File: src/rtl/fetch_ctrl_if.sv
// fetch_ctrl_if: bundle between the fetch sequencer and its neighbours.
// master drives the hazard/EX/fetch-side signals, slave is fetch_ctrl.
interface fetch_ctrl_if;
    logic [31:0] pc_cur;
    logic        stall;
    logic        br_taken;
    logic [31:0] br_target;
    logic        trap;
    logic        halt_req;
    logic        resume;
    logic [31:0] next_pc;
    logic        if_valid;
    logic        flush;
    logic        halted;
    logic [15:0] stall_cycles;
    logic [15:0] redirect_count;

    modport master (
        output pc_cur, stall, br_taken, br_target,
        output trap, halt_req, resume,
        input  next_pc, if_valid, flush, halted,
        input  stall_cycles, redirect_count
    );

    modport slave (
        input  pc_cur, stall, br_taken, br_target,
        input  trap, halt_req, resume,
        output next_pc, if_valid, flush, halted,
        output stall_cycles, redirect_count
    );
endinterface

File: src/rtl/fetch_ctrl.sv
// fetch_ctrl: next-PC sequencer for the fetch stage.
// Define FETCH_CTRL_PERF_EN to build the stall/redirect counters.
module fetch_ctrl #(
    parameter logic [31:0] RESET_PC = 32'h0000_0000,
    parameter logic [31:0] TRAP_PC  = 32'h0000_0100
) (
    input logic         clk,
    input logic         rst_n,
    fetch_ctrl_if.slave bus
);

    localparam logic [31:0] ALIGN   = 32'hFFFF_FFFC;
    localparam logic [31:0] RESET_A = RESET_PC & ALIGN;
    localparam logic [31:0] TRAP_A  = TRAP_PC & ALIGN;

    typedef enum logic [1:0] {
        BOOT = 2'd0,
        RUN  = 2'd1,
        HOLD = 2'd2,
        HALT = 2'd3
    } state_t;

    state_t      state_q;
    state_t      state_d;
    logic        pend_valid_q;
    logic        pend_valid_d;
    logic [31:0] pend_target_q;
    logic [31:0] pend_target_d;
    logic [31:0] npc;
    logic        flush_c;
    logic        redir;
    logic [31:0] pc_hold;
    logic [31:0] pc_inc;
    logic [31:0] br_aligned;
    logic        active;

    assign pc_hold    = bus.pc_cur & ALIGN;
    assign pc_inc     = pc_hold + 32'd4;
    assign br_aligned = bus.br_target & ALIGN;
    assign active     = (state_q == RUN) || (state_q == HOLD);

    // State and pending-branch registers
    always_ff @(posedge clk) begin
        if (!rst_n) begin
            state_q       <= BOOT;
            pend_valid_q  <= 1'b0;
            pend_target_q <= '0;
        end else begin
            state_q       <= state_d;
            pend_valid_q  <= pend_valid_d;
            pend_target_q <= pend_target_d;
        end
    end

    // Next-state, next-PC and flush selection; earlier rules win
    always_comb begin
        state_d       = state_q;
        pend_valid_d  = pend_valid_q;
        pend_target_d = pend_target_q;
        npc           = pc_hold;
        flush_c       = 1'b0;
        redir         = 1'b0;
        unique case (state_q)
            BOOT: begin
                npc     = RESET_A;
                flush_c = 1'b1;
                state_d = RUN;
            end
            RUN: begin
                if (bus.trap) begin
                    npc     = TRAP_A;
                    flush_c = 1'b1;
                    redir   = 1'b1;
                end else if (bus.br_taken && !bus.stall) begin
                    npc     = br_aligned;
                    flush_c = 1'b1;
                    redir   = 1'b1;
                end else if (bus.br_taken) begin
                    pend_valid_d  = 1'b1;
                    pend_target_d = br_aligned;
                    state_d       = HOLD;
                end else if (bus.halt_req) begin
                    flush_c = 1'b1;
                    state_d = HALT;
                end else if (!bus.stall) begin
                    npc = pc_inc;
                end
            end
            HOLD: begin
                if (bus.trap) begin
                    npc           = TRAP_A;
                    flush_c       = 1'b1;
                    redir         = 1'b1;
                    pend_valid_d  = 1'b0;
                    pend_target_d = '0;
                    state_d       = RUN;
                end else if (bus.stall) begin
                    // youngest branch seen during the stall wins
                    if (bus.br_taken) begin
                        pend_valid_d  = 1'b1;
                        pend_target_d = br_aligned;
                    end
                end else begin
                    npc           = pend_valid_q ? pend_target_q : pc_hold;
                    flush_c       = 1'b1;
                    redir         = 1'b1;
                    pend_valid_d  = 1'b0;
                    pend_target_d = '0;
                    state_d       = RUN;
                end
            end
            HALT: begin
                // branches are ignored; the pipe is drained before halting
                if (bus.trap) begin
                    npc     = TRAP_A;
                    flush_c = 1'b1;
                    redir   = 1'b1;
                    state_d = RUN;
                end else if (bus.resume) begin
                    state_d = RUN;
                end
            end
            default: begin
                state_d = BOOT;
            end
        endcase
    end

    assign bus.next_pc  = npc;
    assign bus.flush    = flush_c;
    assign bus.if_valid = active && !bus.stall && !flush_c;
    assign bus.halted   = (state_q == HALT);

`ifdef FETCH_CTRL_PERF_EN
    logic [15:0] stall_cnt_q;
    logic [15:0] redir_cnt_q;

    // Saturating performance counters
    always_ff @(posedge clk) begin
        if (!rst_n) begin
            stall_cnt_q <= '0;
            redir_cnt_q <= '0;
        end else begin
            if (active && bus.stall && stall_cnt_q != 16'hFFFF)
                stall_cnt_q <= stall_cnt_q + 16'd1;
            if (redir && redir_cnt_q != 16'hFFFF)
                redir_cnt_q <= redir_cnt_q + 16'd1;
        end
    end

    assign bus.stall_cycles   = stall_cnt_q;
    assign bus.redirect_count = redir_cnt_q;
`else
    logic perf_unused;

    assign perf_unused        = redir;
    assign bus.stall_cycles   = 16'h0;
    assign bus.redirect_count = 16'h0;
`endif

endmodule

File: src/flat_wrapper.sv
// flat-port wrapper written by rule: the top's interface ports become plain ports
module fetch_ctrl_flat 
#(
    parameter logic [31:0] RESET_PC = 32'h0000_0000,
    parameter logic [31:0] TRAP_PC  = 32'h0000_0100
)
  (clk, rst_n, bus_pc_cur, bus_stall, bus_br_taken, bus_br_target, bus_trap, bus_halt_req, bus_resume, bus_next_pc, bus_if_valid, bus_flush, bus_halted, bus_stall_cycles, bus_redirect_count);
  fetch_ctrl_if bus_i ();
  input logic clk;
  input logic rst_n;
  input wire logic [$bits(bus_i.pc_cur)-1:0] bus_pc_cur;
  input wire logic [$bits(bus_i.stall)-1:0] bus_stall;
  input wire logic [$bits(bus_i.br_taken)-1:0] bus_br_taken;
  input wire logic [$bits(bus_i.br_target)-1:0] bus_br_target;
  input wire logic [$bits(bus_i.trap)-1:0] bus_trap;
  input wire logic [$bits(bus_i.halt_req)-1:0] bus_halt_req;
  input wire logic [$bits(bus_i.resume)-1:0] bus_resume;
  output wire logic [$bits(bus_i.next_pc)-1:0] bus_next_pc;
  output wire logic [$bits(bus_i.if_valid)-1:0] bus_if_valid;
  output wire logic [$bits(bus_i.flush)-1:0] bus_flush;
  output wire logic [$bits(bus_i.halted)-1:0] bus_halted;
  output wire logic [$bits(bus_i.stall_cycles)-1:0] bus_stall_cycles;
  output wire logic [$bits(bus_i.redirect_count)-1:0] bus_redirect_count;
  assign bus_i.pc_cur = bus_pc_cur;
  assign bus_i.stall = bus_stall;
  assign bus_i.br_taken = bus_br_taken;
  assign bus_i.br_target = bus_br_target;
  assign bus_i.trap = bus_trap;
  assign bus_i.halt_req = bus_halt_req;
  assign bus_i.resume = bus_resume;
  assign bus_next_pc = bus_i.next_pc;
  assign bus_if_valid = bus_i.if_valid;
  assign bus_flush = bus_i.flush;
  assign bus_halted = bus_i.halted;
  assign bus_stall_cycles = bus_i.stall_cycles;
  assign bus_redirect_count = bus_i.redirect_count;
  fetch_ctrl #(.RESET_PC(RESET_PC), .TRAP_PC(TRAP_PC)) u_core (.clk(clk), .rst_n(rst_n), .bus(bus_i));
endmodule
File: config.mk
export PLATFORM = sky130hd
export DESIGN_NAME = fetch_ctrl_flat
export DESIGN_NICKNAME = d
export VERILOG_FILES = /design/src/rtl/fetch_ctrl_if.sv /design/src/rtl/fetch_ctrl.sv /design/src/flat_wrapper.sv
export SDC_FILE = /design/constraint.sdc
export NUM_CORES = 1
export LEC_CHECK = 0
export CAP_MARGIN = 25
export CORE_ASPECT_RATIO = 0.75
export CORE_MARGIN = 3
export CORE_UTILIZATION = 39
export DETAILED_ROUTE_END_ITERATION = 8
export GPL_TIMING_DRIVEN = 0
export PLACE_DENSITY = 0.9
export RECOVER_POWER = 100
export SLEW_MARGIN = 20
export SYNTH_ARGS = -nofsm -noshare
export SYNTH_HDL_FRONTEND = slang
export SYNTH_SLANG_ARGS = --single-unit
File: constraint.sdc
create_clock -name clk -period 2.1 [get_ports clk]
set_input_delay 0.315 -clock clk [delete_from_list [all_inputs] [get_ports clk]]
set_output_delay 0.315 -clock clk [all_outputs]
set_load 0.01 [all_outputs]
==> key figures, run 1 <==
Run
  – Max cap viols: 0

STA
  – Minimum clock period: 2.77 ns
  – Max Clock Skew: 0.0114 ns
  – Slew @ Worst Pin: 0.819 ns
  – Worst setup margin: -0.668 ns
  – Slew headroom: 0.454
  – Endpoints failing setup: 34
  – Final worst-path cycle share: 1.32
  – Achievable Freq: 361 MHz
  – Final Hold Violating Endpoints: 0
  – RSZ-0062 raised after global routing: true
  – Slew Limit Fails: 0

Finish
  – Diodes inserted: 0
  – Most common cell after layout, fill and taps aside: buf_4
  – Nets: 709
  – Most frequent cells in the layout: buf_4, nand2_1, clkdlybuf4s50_1
  – Area growth, synth to finish: 80.3%
  – Share of layout cells above drive strength 1: 0.416
  – Non-Filler Instances: 735

Yosys
  – Synth top area cells: dfxtp_1, nand2_1, buf_4
  – Asr flop ratio synth: 0
  – Yosys top cell by area: dfxtp_1
  – Mapped Cells: 432
  – Seq/Total Area, Yosys: 0.228
  – Share of the synthesized area in the top cell type: 0.228
  – Post-synth EDFFs: 0
  – Syn. warnings: 0
  – Post-synthesis cell type count: 54
  – Synth Register Bits: 35
  – Avg Cell Area, Syn: 7.11 um^2
  – Mapped Area: 3070 um^2
  – Synth Flop Type: dfxtp_1

Die
  – Die height: 82.9 um
  – # rows: 27
  – Die Wd: 108 um
  – CORE AREA: 7500 um^2
  – IO Pins: 138
  – Initial core utilization: 0.410
  – Die area: 8990 um^2

Power
  – Reg power frac: 0.282
  – Total Power: 2.73 mW
  – Combinational Power Share: 0.495
  – Clock group share of total power: 0.223
  – Switch Pwr: 1.13 mW
  – Sw Ratio: 0.415
  – Leakage: 2.34 nW
  – Pwr/cell area: 494 nW/um^2
  – Peak VDD IR: 0.313 mV
  – Internal cell power: 1.60 mW

Setup path
  – Slowest CP cell: a222oi_1
  – Crit. End Element: output port
  – Arr. time, crit path: 2.45 ns
  – Critical path cell sequence: buf_6, ha_4, and2_4, buf_8, clkbuf_16, a222oi_1, o22ai_1, buf_2
  – Critical path data required time: 1.78 ns
  – Critical path's largest stage delay: 0.54 ns
  – Crit-path max FO: 6
  – Flop2flop setup slack: -0.07 ns
  – Worst Path Class, Setup: register to output port
  – Startpoint types: register

Routing
  – 1st-pass router iterations: 9
  – WL final: 18300 um
  – Via Count: 4914
  – Number of DRC markers in iteration 0: 1149
  – Routed Antenna Nets: 0
  – DR WL/cell: 24.9 um
  – DR vias/cell: 6.69
  – DRC Markers: 6

Global routing
  – Initial antenna violation count: 0
  – Total grt overflow: 0
  – Global-route wire length before repair: 22900 um
  – Vias in the first global route: 4304
  – Tot GR Track Use: 0.324
  – Largest net degree at the start of global routing: 13

CTS
  – CTS tree: yes
  – CTS sink count: 35
  – Max H-tree Level: 2
  – Clk slew on worst S/H paths: 0.09 ns
  – Cts bufs inserted: 5
  – Root Driver: clkbuf_8
  – Clock buffer depth: 2
  – Clock Latency Late Sink: 0.32 ns

Placed design
  – Placed cells: 662
  – HPWL after DPL: 9310 um
  – GPL Wtd Cong: 1.02
  – I/O Buffers: 98

Outcome
  – Failing checks: design-rule violations, negative setup slack
  – Outcome: complete, but fails checks

Hold path
  – HP Class: register to register
synth_stat cells (2+ instances only):
cell type and n:
buf_2 4, a222oi_1 15, nand2b_1 4, nor3b_1 4
o21a_1 2, buf_4 32, dfxtp_1 35, nor2b_1 2
ha_1 5, xnor2_1 6, xor2_1 14, inv_1 4
nor4b_1 2, a22o_1 3, a31oi_1 3, o21ai_1 4
nand3_1 14, and3_1 8, and2_1 3, a22oi_1 11
a21oi_1 37, nor2_1 12, o211ai_1 2, and4_1 4
o22ai_1 19, nand4_1 14, mux2i_1 4, clkbuf_1 26
o21ai_0 22, buf_1 3, nor3_1 8, nand2_1 82
or3_1 3
per-layer routing:
metal / routed length (um) / global-route usage / up-vias
li1: - / - / 1933
met1: 6030 / 0.395 / 2189
met2: 7510 / 0.473 / 573
met3: 3100 / 0.140 / 219
met4: 1650 / 0.186 / 0
met5: 0 / 0 / -
worst paths after layout:
path | from | end | cells after the start
setup / recovery | u_core.state_q[0] | bus_next_pc[19] | 8
hold / removal | u_core.pend_target_q[8] | u_core.pend_target_q[8] | 2
setup reg to reg | u_core.state_q[0] | u_core.pend_target_q[21] | 8
hold reg to reg | u_core.pend_target_q[8] | u_core.pend_target_q[8] | 2
per-stage QoR:
step                      cell area [um^2]  setup slack [ns]  utilization  hold slack, ns  setup TNS, ns
after floorplan                       3210            0.0160            -           0.434              0
after global placement                4320             -1.41        0.575           0.441         -40.71
after detailed placement              4320             -1.42        0.575           0.449         -43.55
after CTS                             5110            -0.273        0.682           0.461          -5.15
after global routing                  5540            -0.674        0.739           0.471         -10.72
final                                 5540            -0.668        0.739           0.463         -10.02
power by group through the flow:
stage / Sequential [mW] / Clock, mW / Combinational, mW
global route: 0.774 / 0.611 / 1.39
floorplan: 0.761 / 0 / 0.524
global placement: 0.766 / 0 / 0.914
detailed placement: 0.771 / 0 / 0.932
CTS: 0.763 / 0.564 / 1.11
finish: 0.772 / 0.611 / 1.35
sequential cells by signal, indices dropped and copies added (netlist names):
| register | cells |
|---|---|
| u_core.pend_valid_q | 1 |
| u_core.pend_target_q | 32 |
| u_core.state_q | 2 |
cell families after synthesis:
logic type | synth area share
buf+inv | 0.129
other cells | 0.00122
simple gates | 0.275
xor+xnor | 0.0570
fa+ha+maj | 0.0204
compound gates | 0.273
mux | 0.0167
flops | 0.228
timing repair:
item                       4_1_cts  5_1_grt
pin swaps                       66       45
gates cloned                     5        2
setup endpoints to repair       35       41
hold buffers                     0        0
setup buffers                   41       22
resized for setup              316      108
final cells by class:
cell class / count / area [um^2]
multi-input cells: 358 / 2580
clock buffers: 6 / 82.6
clock inverters: 2 / 16.3
inverters: 4 / 22.5
repair buffers: 167 / 1460
plain buffers: 62 / 547
fillers: 455 / 1960
well taps: 101 / 126
flip-flops and latches: 35 / 708
worst max-delay path, delay by kind of cell (launching register included):
family,cells,cell delay (ns)
AO/OA/AOI/OAI,2,0.80
adder cells (fa/ha/maj),1,0.17
buffers and inverters,4,0.63
flip-flops,1,0.37
AND/OR/NAND/NOR,1,0.16
No activity file was read; power rests on OpenSTA's default activity.
==> inputs of run 2 (changes only) <==
TNS_END_PERCENT = 100   (was default)
==> results of run 2 <==
The final DEF is identical to that of run 1; final timing and power are the same.
